## config.mk

```make
export PLATFORM = sky130hd
export DESIGN_NAME = key_encoder
export DESIGN_NICKNAME = d
export VERILOG_FILES = /design/src/rtl/key_encoder.sv
export SDC_FILE = /design/constraint.sdc
export NUM_CORES = 1
export LEC_CHECK = 0
export CAP_MARGIN = 0
export CORE_UTILIZATION = 48
export DETAILED_ROUTE_END_ITERATION = 10
export PLACE_DENSITY = 0.74
export SLEW_MARGIN = 5
export SYNTH_ARGS = -nofsm -noshare
export SYNTH_HDL_FRONTEND = slang
export SYNTH_SLANG_ARGS = --single-unit
```

## constraint.sdc

```tcl
create_clock -name clk_5MHz -period 2.8 [get_ports clk_5MHz]
set_clock_uncertainty 0.2 [all_clocks]
set_input_delay 0.56 -clock clk_5MHz [delete_from_list [all_inputs] [get_ports clk_5MHz]]
set_output_delay 0.56 -clock clk_5MHz [all_outputs]
set_load 0.02 [all_outputs]
```

## src/rtl/key_encoder.sv

```systemverilog
// Keypad-to-note encoder: synchronizes the raw key lines and emits octave*7 + key + 1.
// Define KEY_ENCODER_DEBOUNCE_EN to insert a DEBOUNCE_CYCLES-long stability filter before encoding.
module key_encoder #(
   parameter int DEBOUNCE_CYCLES = 50000
) (
   input  logic       clk_5MHz,
   input  logic       rst_n,
   input  logic [9:0] IOs,
   output logic [4:0] notecode
);

   if ((DEBOUNCE_CYCLES < 2) || (DEBOUNCE_CYCLES > 65535)) begin : g_bad_param
      $error("key_encoder: DEBOUNCE_CYCLES out of range 2..65535");
   end

   logic [9:0] sync1_r;
   logic [9:0] sync2_r;
   logic [9:0] pattern_s;
   logic [4:0] notecode_r;

   // Octave priority is high-first, key priority is lowest-bit-first.
   function automatic logic [4:0] encode(input logic [9:0] p);
      logic [4:0] base;
      logic [4:0] key;
      logic       has_oct;
      logic       has_key;
      has_oct = 1'b1;
      has_key = 1'b1;
      casez (p[9:7])
         3'b1??:  base = 5'd14;
         3'b01?:  base = 5'd7;
         3'b001:  base = 5'd0;
         default: begin
            base    = 5'd0;
            has_oct = 1'b0;
         end
      endcase
      casez (p[6:0])
         7'b??????1: key = 5'd0;
         7'b?????10: key = 5'd1;
         7'b????100: key = 5'd2;
         7'b???1000: key = 5'd3;
         7'b??10000: key = 5'd4;
         7'b?100000: key = 5'd5;
         7'b1000000: key = 5'd6;
         default: begin
            key     = 5'd0;
            has_key = 1'b0;
         end
      endcase
      if (has_oct && has_key) begin
         encode = base + key + 5'd1;
      end else begin
         encode = 5'd0;
      end
   endfunction

   // Two-flop synchronizer for the asynchronous key lines.
   always_ff @(posedge clk_5MHz or negedge rst_n) begin
      if (!rst_n) begin
         sync1_r <= 10'd0;
         sync2_r <= 10'd0;
      end else begin
         sync1_r <= IOs;
         sync2_r <= sync1_r;
      end
   end

`ifdef KEY_ENCODER_DEBOUNCE_EN
   // Acceptance fires on the edge where the count reaches DEBOUNCE_CYCLES-1.
   localparam logic [15:0] ACCEPT_AT = 16'(DEBOUNCE_CYCLES - 2);

   logic [9:0]  candidate_r;
   logic [9:0]  accepted_r;
   logic [15:0] count_r;

   // Candidate tracking, stability counting and acceptance.
   always_ff @(posedge clk_5MHz or negedge rst_n) begin
      if (!rst_n) begin
         candidate_r <= 10'd0;
         accepted_r  <= 10'd0;
         count_r     <= 16'd0;
      end else if (sync2_r != candidate_r) begin
         candidate_r <= sync2_r;
         count_r     <= 16'd0;
      end else if (count_r == ACCEPT_AT) begin
         accepted_r  <= candidate_r;
         count_r     <= count_r + 16'd1;
      end else if (count_r < ACCEPT_AT) begin
         count_r     <= count_r + 16'd1;
      end else begin
         count_r     <= count_r;
      end
   end

   assign pattern_s = accepted_r;
`else
   assign pattern_s = sync2_r;
`endif

   // Output register: notecode only moves on a clock edge.
   always_ff @(posedge clk_5MHz or negedge rst_n) begin
      if (!rst_n) begin
         notecode_r <= 5'd0;
      end else begin
         notecode_r <= encode(pattern_s);
      end
   end

   assign notecode = notecode_r;

endmodule

```

==> flow_metrics.tcl, run 1 <==
set metrics [dict create \
    outcome "completed" \
    fp-row-count 14 \
    drt_pass1_iterations 4 \
    postCtsSetupBuffers 0 \
    die_y_um 44.32 \
    routed_wl_um 1041 \
    cts_tree "built" \
    layout-drive-gt1-share_pct 10.39 \
    grt_use_total_pct 12.95 \
    core_area_um2 1594 \
    cts_root_buf "clkbuf_4" \
    ios 17 \
    vdd_ir_drop_max_mv 0.3979 \
    rsz0062_at_grt "false" \
    slew_viol_final 0 \
    slew_headroom_pct 75.99 \
    tightest_slew_ns 0.3574 \
    fin_tns_setup_ns 0 \
    num_vias 459 \
    min_to "pattern_s[5]$_DFF_PN0_" \
    ys_ff_latch 25 \
    power_density_nw_per_um2 581.4 \
    cp_max_fo 4 \
    final_area_um2 1084 \
    worstPathArrival_ns 2.23 \
    place_congestion 0.7697 \
    syn-cell-area_um2 859.6 \
    cts_resized 0 \
    worstHoldStart "sync1_r[5]$_DFF_PN0_" \
    vias_per_cell 4.545 \
    num-fill-cells 113 \
    ant_nets 0 \
    drc_errors 0 \
    grt_overflow_total 0 \
    crit_type "reg2reg" \
    cts_buffers 3 \
    synth_top_family_by_area "simple AND/OR/NAND/NOR gates" \
    finalCriticalPeriod_ns 2.203 \
    port_buffers 16 \
    yosys.area_share.xor_xnor_pct 1.019 \
    max_cap_violations 0 \
    clkLatencyLatePin_ns 0.30 \
    diodes 0 \
    initial_core_util_pct 53.92 \
    critPathLaunchType "register" \
    rr_endpoint "notecode[3]$_DFF_PN0_" \
    nNetsFinal 94 \
    grt_pass1_vias 440 \
    cp-end-kind "register" \
    ff_latch_area_um2 625.6 \
    synth_warnings 0 \
    yosys.area_share.simple_pct 11.50 \
    hold_depth 0 \
    r2r_start "pattern_s[1]$_DFF_PN0_" \
    antenna_found_initial 0 \
    grt_pass1_wl_um 1745 \
    synth.distinct_cells 19 \
    cts_sinks 25 \
    ctsHoldBuffers 0 \
    dpl_cell_area_um2 1057 \
    setup_viol_count_final 0 \
    synth_nets 72 \
    multi_input_area_um2 222.7 \
    synth-compound-area-share_pct 6.696 \
    clockBufferDepth 2 \
    total_leakage_power_nw 0.4702 \
    hold_path.class "reg2reg" \
    r2r_cells 6 \
    muxShareOfSynthArea_pct 0 \
    cp_data_required_time_ns 2.83 \
    grt_max_degree 26 \
    post_drt_wl_per_cell_um 10.31 \
    syn_area_per_cell_um2 15.35 \
    ctsHtreeMaxLevel 1 \
    die_area_um2 1964 \
    area_growth_pct 26.06 \
    yosysSeqAreaShare_pct 72.78 \
    clk_pin_slew_worst_paths_ns 0.12 \
    timing.final.crit_share_pct 78.67 \
    synthAdderAreaFrac_pct 6.696 \
    drt_iter0_markers 6 \
    hold_viol 0 \
    clock.fmax_ghz 0.4540 \
    die-width_um 44.32 \
    r2r_setup_slack_ns 0.60 \
    syn_inst 56 \
]
[critical path: stages (launching register included)]
cell      delay (ns)
dfrtp_1         0.42
or4_4           0.57
and2b_2         0.23
ha_1            0.26
a21oi_1         0.17
a21boi_0        0.11
nor3b_1         0.19
[cells in the final DEF (no fill, tap or decap), drive strengths merged]
master,synthesis,layout
xnor2,1,1
clkdlybuf4s50,0,16
nand2b,2,2
clkbuf,0,4
or2,1,1
fa,1,1
ha,3,3
inv,3,3
nor2,5,5
a211oi,1,1
or3,1,1
nor3b,2,2
nor3,1,1
o21bai,1,1
o22ai,1,1
dfrtp,25,25
buf,0,1
nand3b,2,2
and2b,1,1
or4,1,1
a21boi,1,1
a21oi,3,3
[synthesized netlist by cell type, drive strengths merged]
master	instances	area (µm²)
o22ai	1	20.02
a211oi	1	7.510
fa	1	20.02
a21boi	1	7.510
or2	1	6.260
ha	3	37.54
or4	1	11.26
and2b	1	8.760
nor3	1	5.000
xnor2	1	8.760
a21oi	3	15.01
o21bai	1	7.510
dfrtp	25	625.6
nor2	5	18.77
inv	3	11.26
or3	1	6.260
nand3b	2	15.01
nor3b	2	15.01
nand2b	2	12.51
[how the worst max path moves through the flow]
stage                                       from                    end  cells after the start
after floorplan           pattern_s[1]$_DFF_PN0_  notecode[3]$_DFF_PN0_                      6
after global placement    pattern_s[1]$_DFF_PN0_  notecode[3]$_DFF_PN0_                      6
after detailed placement  pattern_s[1]$_DFF_PN0_  notecode[3]$_DFF_PN0_                      6
after CTS                 pattern_s[1]$_DFF_PN0_  notecode[3]$_DFF_PN0_                      6
after global routing      pattern_s[1]$_DFF_PN0_  notecode[3]$_DFF_PN0_                      6
final                     pattern_s[1]$_DFF_PN0_  notecode[3]$_DFF_PN0_                      6
[power by group]
| group | total (mW) | internal [mW] | switching (mW) |
|---|---|---|---|
| registers | 0.395 | 0.385 | 0.00908 |
| clock network | 0.146 | 0.0554 | 0.0906 |
| logic | 0.0894 | 0.0484 | 0.0410 |
| total | 0.630 | 0.489 | 0.141 |
[through the flow]
step	hold WS, ns	utilization, %	cells	total power, mW	setup slack [ns]
after floorplan	0.06441	-	56	0.4439	0.6980
after global placement	0.1316	66.33	97	0.4911	0.6613
after CTS	0.1626	67.97	101	0.6391	0.5886
after global routing	0.1724	67.97	101	0.6665	0.4786
final	0.1596	67.97	101	0.6300	0.5973
after detailed placement	0.1347	66.33	97	0.4933	0.6227
[flip-flops by register name, summed over array words and instances, names as in the netlist]
name	count
notecode	5
pattern_s	10
sync1_r	10
[cells by family (layout without fill, tap and decap cells)]
logic type	count (synthesis)	count (layout)
flip-flops	25	25
AO/OA/AOI/OAI	7	7
XOR/XNOR	1	1
buffers and inverters	3	24
adder cells (fa/ha/maj)	4	4
AND/OR/NAND/NOR	16	16
[per-layer routing]
| metal | global-route usage [%] | part of all wire, % | vias up |
|---|---|---|---|
| li1 | - | - | 230 |
| met1 | 13.71 | 41 | 214 |
| met2 | 22.65 | 53 | 13 |
| met3 | 4.082 | 3.8 | 2 |
| met4 | 7.273 | 1.2 | 0 |
| met5 | 0 | 0 | - |
[area by class of cell]
| type | instances | area share, % |
|---|---|---|
| multi-input combinational | 28 | 20.55 |
| sequential | 25 | 57.74 |
| tap | 24 | 2.771 |
| inverter | 3 | 1.039 |
| clock buffer | 4 | 2.425 |
| timing repair buffer | 17 | 15.47 |
Power figures use the tool's default switching activity.
==> run 2, diff against run 1 <==
CORE_UTILIZATION = 43   (was 48)
PLACE_DENSITY = 0.7   (was 0.74)
clock period = 1.9 ns   (was 2.8 ns; I/O delays follow)
==> run 2 against run 1 <==
The run now ends with negative setup slack left; cell count up 6.9%; maximum frequency up 7.2%; first-iteration DRC count shrank 100%; largest power group unchanged; global-route usage is 1.1 points higher; critical endpoint unchanged.
==> flow_metrics.tcl, run 2 (synthesis results as in run 1) <==
set metrics [dict create \
    outcome "complete, but fails checks" \
    violations "negative setup slack" \
    timing.final.crit_share_pct 108.2 \
    setup_viol_count_final 2 \
    worstPathArrival_ns 2.08 \
    cts_root_buf "clkbuf_4" \
    grt_pass1_wl_um 2007 \
    grt_overflow_total 0 \
    clock.fmax_ghz 0.4867 \
    max_cap_violations 0 \
    dpl_cell_area_um2 1120 \
    cts_tree "built" \
    rsz0062_at_grt "true" \
    cts_buffers 3 \
    clk_pin_slew_worst_paths_ns 0.14 \
    drt_iter0_markers 0 \
    vdd_ir_drop_max_mv 0.5261 \
    area_growth_pct 35.23 \
    port_buffers 16 \
    tightest_slew_ns 0.4132 \
    final_area_um2 1162 \
    initial_core_util_pct 47.71 \
    total_leakage_power_nw 0.4959 \
    grt_max_degree 26 \
    clkLatencyLatePin_ns 0.31 \
    power_density_nw_per_um2 824.8 \
    place_congestion 0.8420 \
    ctsHoldBuffers 0 \
    drc_errors 0 \
    cp-end-kind "register" \
    slew_headroom_pct 72.24 \
    die-width_um 46.71 \
    vias_per_cell 4.565 \
    die_y_um 46.71 \
    fin_ws_ns -0.1549 \
    finalCriticalPeriod_ns 2.055 \
    routed_wl_um 1145 \
    grt_pass1_vias 518 \
    cp_max_fo 4 \
    whs_ns 0.1602 \
    postCtsSetupBuffers 0 \
    hold_viol 0 \
    num_vias 493 \
    drt_pass1_iterations 1 \
    grt_use_total_pct 14.04 \
    layout-drive-gt1-share_pct 26.51 \
    ant_nets 0 \
    place_ws_ns -0.1242 \
    crit_type "reg2reg" \
    core_area_um2 1802 \
    slew_viol_final 0 \
    ctsHtreeMaxLevel 1 \
    post-dp-hpwl_um 864.7 \
    hold_path.class "reg2reg" \
    final_cell_mix "dfrtp_1 (25), clkdlybuf4s50_1 (16), buf_4 (6)" \
    dp_cells 104 \
    clockBufferDepth 2 \
    cts_sinks 25 \
    ios 17 \
    finalNonFillerCells 108 \
    cp_data_required_time_ns 1.92 \
    antenna_found_initial 0 \
    fp-row-count 15 \
    die_area_um2 2182 \
    nNetsFinal 100 \
    diodes 0 \
    final_common_cell "dfrtp_1" \
    critPathLaunchType "register" \
    post_drt_wl_per_cell_um 10.60 \
]
[run 2: power breakdown]
| group | total [mW] | switching (mW) | internal (mW) | leakage, nW |
|---|---|---|---|---|
| Clock | 0.227 | 0.147 | 0.0801 | 0.0139 |
| Sequential | 0.581 | 0.0127 | 0.568 | 0.294 |
| Combinational | 0.151 | 0.0678 | 0.0830 | 0.188 |
[run 2: layout make-up]
type	instances	area, µm²
Fill cell	147	639.4
Sequential cell	25	625.6
Multi-Input combinational cell	28	247.7
Timing Repair Buffer	23	216.5
Tap cell	25	31.28
Clock buffer	3	22.52
Inverter	3	11.26
Clock inverter	1	7.507
[run 2: critical path, cell delays in order (launching register included)]
cell      delay (ns)
dfrtp_1         0.40
or4_4           0.53
and2b_2         0.24
ha_4            0.21
a21oi_2         0.14
a21boi_1        0.08
nor3b_1         0.16
[run 2: path summary, 6_finish.rpt]
path | from | to | slack [ns] | cells after the start
setup / recovery | pattern_s[2]$_DFF_PN0_ | notecode[3]$_DFF_PN0_ | -0.15 | 6
hold / removal | sync1_r[1]$_DFF_PN0_ | pattern_s[1]$_DFF_PN0_ | 0.16 | 0
setup reg to reg | pattern_s[2]$_DFF_PN0_ | notecode[3]$_DFF_PN0_ | -0.15 | 6
hold reg to reg | sync1_r[1]$_DFF_PN0_ | pattern_s[1]$_DFF_PN0_ | 0.16 | 0
max in group asynchronous | rst_n | sync1_r[8]$_DFF_PN0_ | 1.05 | 2
min in group asynchronous | rst_n | notecode[2]$_DFF_PN0_ | 0.20 | 2
[run 2: stage by stage]
step | power, mW | utilization, % | TNS [ns]
floorplan | 0.6578 | - | -0.1101
global placement | 0.7361 | 62.15 | -0.1137
detailed placement | 0.7411 | 62.15 | -0.2250
CTS | 0.9730 | 64.51 | -0.1947
global route | 1.012 | 64.51 | -0.4511
finish | 0.9587 | 64.51 | -0.1653
[run 2: what timing repair did]
item | 4_1_cts | 5_1_grt
setup endpoints to repair | 3 | 4
pin swaps | 1 | 0
gates resized for setup | 7 | 0
endpoints found under the hold margin | 0 | 0
[run 2: layer usage]
layer / wire, µm / global-route usage (%) / vias to the layer above
li1: - / - / 240
met1: 467 / 14.43 / 233
met2: 599 / 24.44 / 16
met3: 59 / 5.490 / 4
met4: 19 / 7.429 / 0
met5: 0 / 0 / -
==> run 3, diff against run 2 <==
ABC_AREA = 1   (was default)
CORE_MARGIN = 5   (was default)
==> run 3 against run 2 <==
The flow now finishes without violations; largest power group unchanged; final area is 3.4% lower; largest cell class unchanged; die area increased by 37%; critical endpoint is now notecode[1]$_DFF_PN0_; critical path depth up 3; first-iteration DRC count grew 7; combinational power fell by 4%; via count is 4.5% higher; sequential share of layout area increased by 1.9 points; cell count increased by 8.3%; hold slack lost 0.0017 ns; clock power shrank 3%; non-clock buffer count shrank 4.
==> flow_metrics.tcl, run 3 <==
set metrics [dict create \
    outcome "completed" \
    timing.final.crit_share_pct 99.75 \
    hold_path.class "reg2reg" \
    vias_per_cell 4.402 \
    die_area_um2 2979 \
    ctsHtreeMaxLevel 1 \
    path_cells "nor2_2 -> nand2_1 -> o22ai_2 -> inv_1 -> ha_2 -> inv_2 -> fa_2 -> inv_1 -> nor2_1" \
    slew_viol_final 0 \
    async_flop_share_pct 100.0 \
    synth.distinct_cells 15 \
    cp_data_required_time_ns 1.92 \
    port_buffers 16 \
    dp_cells 113 \
    syn_inst 67 \
    synth_edf_count 0 \
    yosysSeqAreaShare_pct 73.21 \
    cts_sinks 25 \
    finalNonFillerCells 117 \
    synth-main-ff-cell "dfrtp_1" \
    ios 17 \
    diodes 0 \
    vdd_ir_drop_max_mv 0.5605 \
    critPathTopFamily "adder cells" \
    cp_max_fo 3 \
    clock.fmax_ghz 0.5276 \
    clk_pin_slew_worst_paths_ns 0.13 \
    clockBufferDepth 2 \
    post-dp-hpwl_um 890 \
    total_leakage_power_nw 0.5263 \
    final_cell_mix "dfrtp_1 (25), clkdlybuf4s50_1 (16), inv_1 (8), nand2_1 (8), nor2_1 (6)" \
    rsz0062_at_grt "true" \
    max_cap_violations 0 \
    place_congestion 0.8636 \
    grt_pass1_wl_um 1883 \
    synth_most_common_cell "dfrtp_1" \
    power_density_nw_per_um2 844.8 \
    drt_iter0_markers 7 \
    area_growth_pct 31.33 \
    synth_nets 83 \
    yosysTopAreaCell "dfrtp_1" \
    cpMaxStageDelayCell "dfrtp_1" \
    synthTopCellsByCount "dfrtp_1 (25), inv_1 (9), nand2_1 (8), nor2_1 (8)" \
    grt_use_total_pct 9.133 \
    ant_nets 0 \
    critPathLaunchType "register" \
    whs_ns 0.1585 \
    synth_top_area_share_pct 73.21 \
    crit_top_cell "inv_1" \
    syn-cell-area_um2 854.6 \
    wirelength_met1_um 480 \
    postCtsSetupBuffers 0 \
    crit_type "reg2reg" \
    r2r_setup_slack_ns 0.005 \
    cts_buffers 3 \
    tightest_slew_ns 0.2986 \
    synth_warnings 0 \
    path_buf_inv 3 \
    die_y_um 54.58 \
    top_layer_used "met3" \
    clkLatencyLatePin_ns 0.31 \
    worstPathArrival_ns 1.91 \
    fp-row-count 16 \
    wl_met3_um 74 \
    p_total_uw 948.1 \
    drc_errors 0 \
    cp_slowest_stage_delay_ns 0.42 \
    routed_wl_um 1204 \
    finalCriticalPeriod_ns 1.895 \
    cts_root_buf "clkbuf_4" \
    nNetsFinal 107 \
    ctsHoldBuffers 0 \
    grt_overflow_total 0 \
    cp-end-kind "register" \
    synth_area_leaders "dfrtp_1 (73%), ha_1 (4.4%), inv_1 (4.0%)" \
    drt_pass1_iterations 2 \
    post-route-util_pct 58.40 \
    core_area_um2 1922 \
    grt_pass1_vias 504 \
    syn_area_per_cell_um2 12.75 \
    ys_ff_latch 25 \
    post_drt_wl_per_cell_um 10.29 \
    antenna_found_initial 0 \
    initial_core_util_pct 44.47 \
    layout-drive-gt1-share_pct 17.78 \
    die-width_um 54.58 \
    hold_viol 0 \
    cts_tree "built" \
    wl_met2_um 648 \
    grt_max_degree 26 \
    setup_viol_count_final 0 \
    slew_headroom_pct 80.09 \
    place_ws_ns -0.04034 \
    num_vias 515 \
    fin_ws_ns 0.004795 \
    final_common_cell "dfrtp_1" \
]
## run 3: metrics by stage
step	TNS (ns)	area, µm²
global placement	0	1071
finish	0	1122
CTS	-0.07782	1101
detailed placement	-0.05606	1071
floorplan	0	854.6
global route	-0.2529	1122
## run 3: repair_timing
item | CTS | global route
pin swaps | 0 | 1
resized for setup | 1 | 8
setup endpoints to repair | 2 | 4
## run 3: layer usage
| layer | global-route usage [%] | up-vias |
|---|---|---|
| li1 | - | 253 |
| met1 | 9.541 | 249 |
| met3 | 2.452 | 0 |
| met4 | 3.734 | 0 |
| met2 | 16.93 | 13 |
| met5 | 0 | - |
## run 3: cells by family after synthesis
group / Yosys count / synth area share, %
buffers and inverters: 9 / 3.953
DFF: 25 / 73.21
adders and majority gates: 4 / 6.736
xor gates and xnor gates: 1 / 1.025
and+or+nand+nor: 22 / 11.13
AOI/OAI and AO/OA: 6 / 3.953
## run 3: worst reg2reg max path, stage by stage (launching register included)
cell     delay, ns
dfrtp_1       0.42
nor2_2        0.14
nand2_1       0.10
o22ai_2       0.14
inv_1         0.06
ha_2          0.17
inv_2         0.06
fa_2          0.42
inv_1         0.06
nor2_1        0.04
## run 3: worst paths after layout
path                                        start                     end  depth (start not counted)
max                        pattern_s[1]$_DFF_PN0_   notecode[1]$_DFF_PN0_                          9
min                          sync1_r[6]$_DFF_PN0_  pattern_s[6]$_DFF_PN0_                          0
max reg2reg                pattern_s[1]$_DFF_PN0_   notecode[1]$_DFF_PN0_                          9
min reg2reg                  sync1_r[6]$_DFF_PN0_  pattern_s[6]$_DFF_PN0_                          0
max in group asynchronous                   rst_n  pattern_s[9]$_DFF_PN0_                          2
min in group asynchronous                   rst_n  pattern_s[1]$_DFF_PN0_                          2
## run 3: area by class of cell
type	count	area, µm²
clock buffer	3	22.52
multi-input combinational	33	219.0
fill	174	799.5
tap	27	33.78
timing repair buffer	19	182.7
sequential	25	625.6
inverter	9	33.78
clock inverter	1	5.005
## run 3: where the power goes
group | switching [mW] | total (mW) | leakage [nW] | internal (mW)
Clock | 0.143 | 0.221 | 0.0177 | 0.0785
Sequential | 0.0132 | 0.581 | 0.294 | 0.568
Combinational | 0.0703 | 0.145 | 0.214 | 0.0751
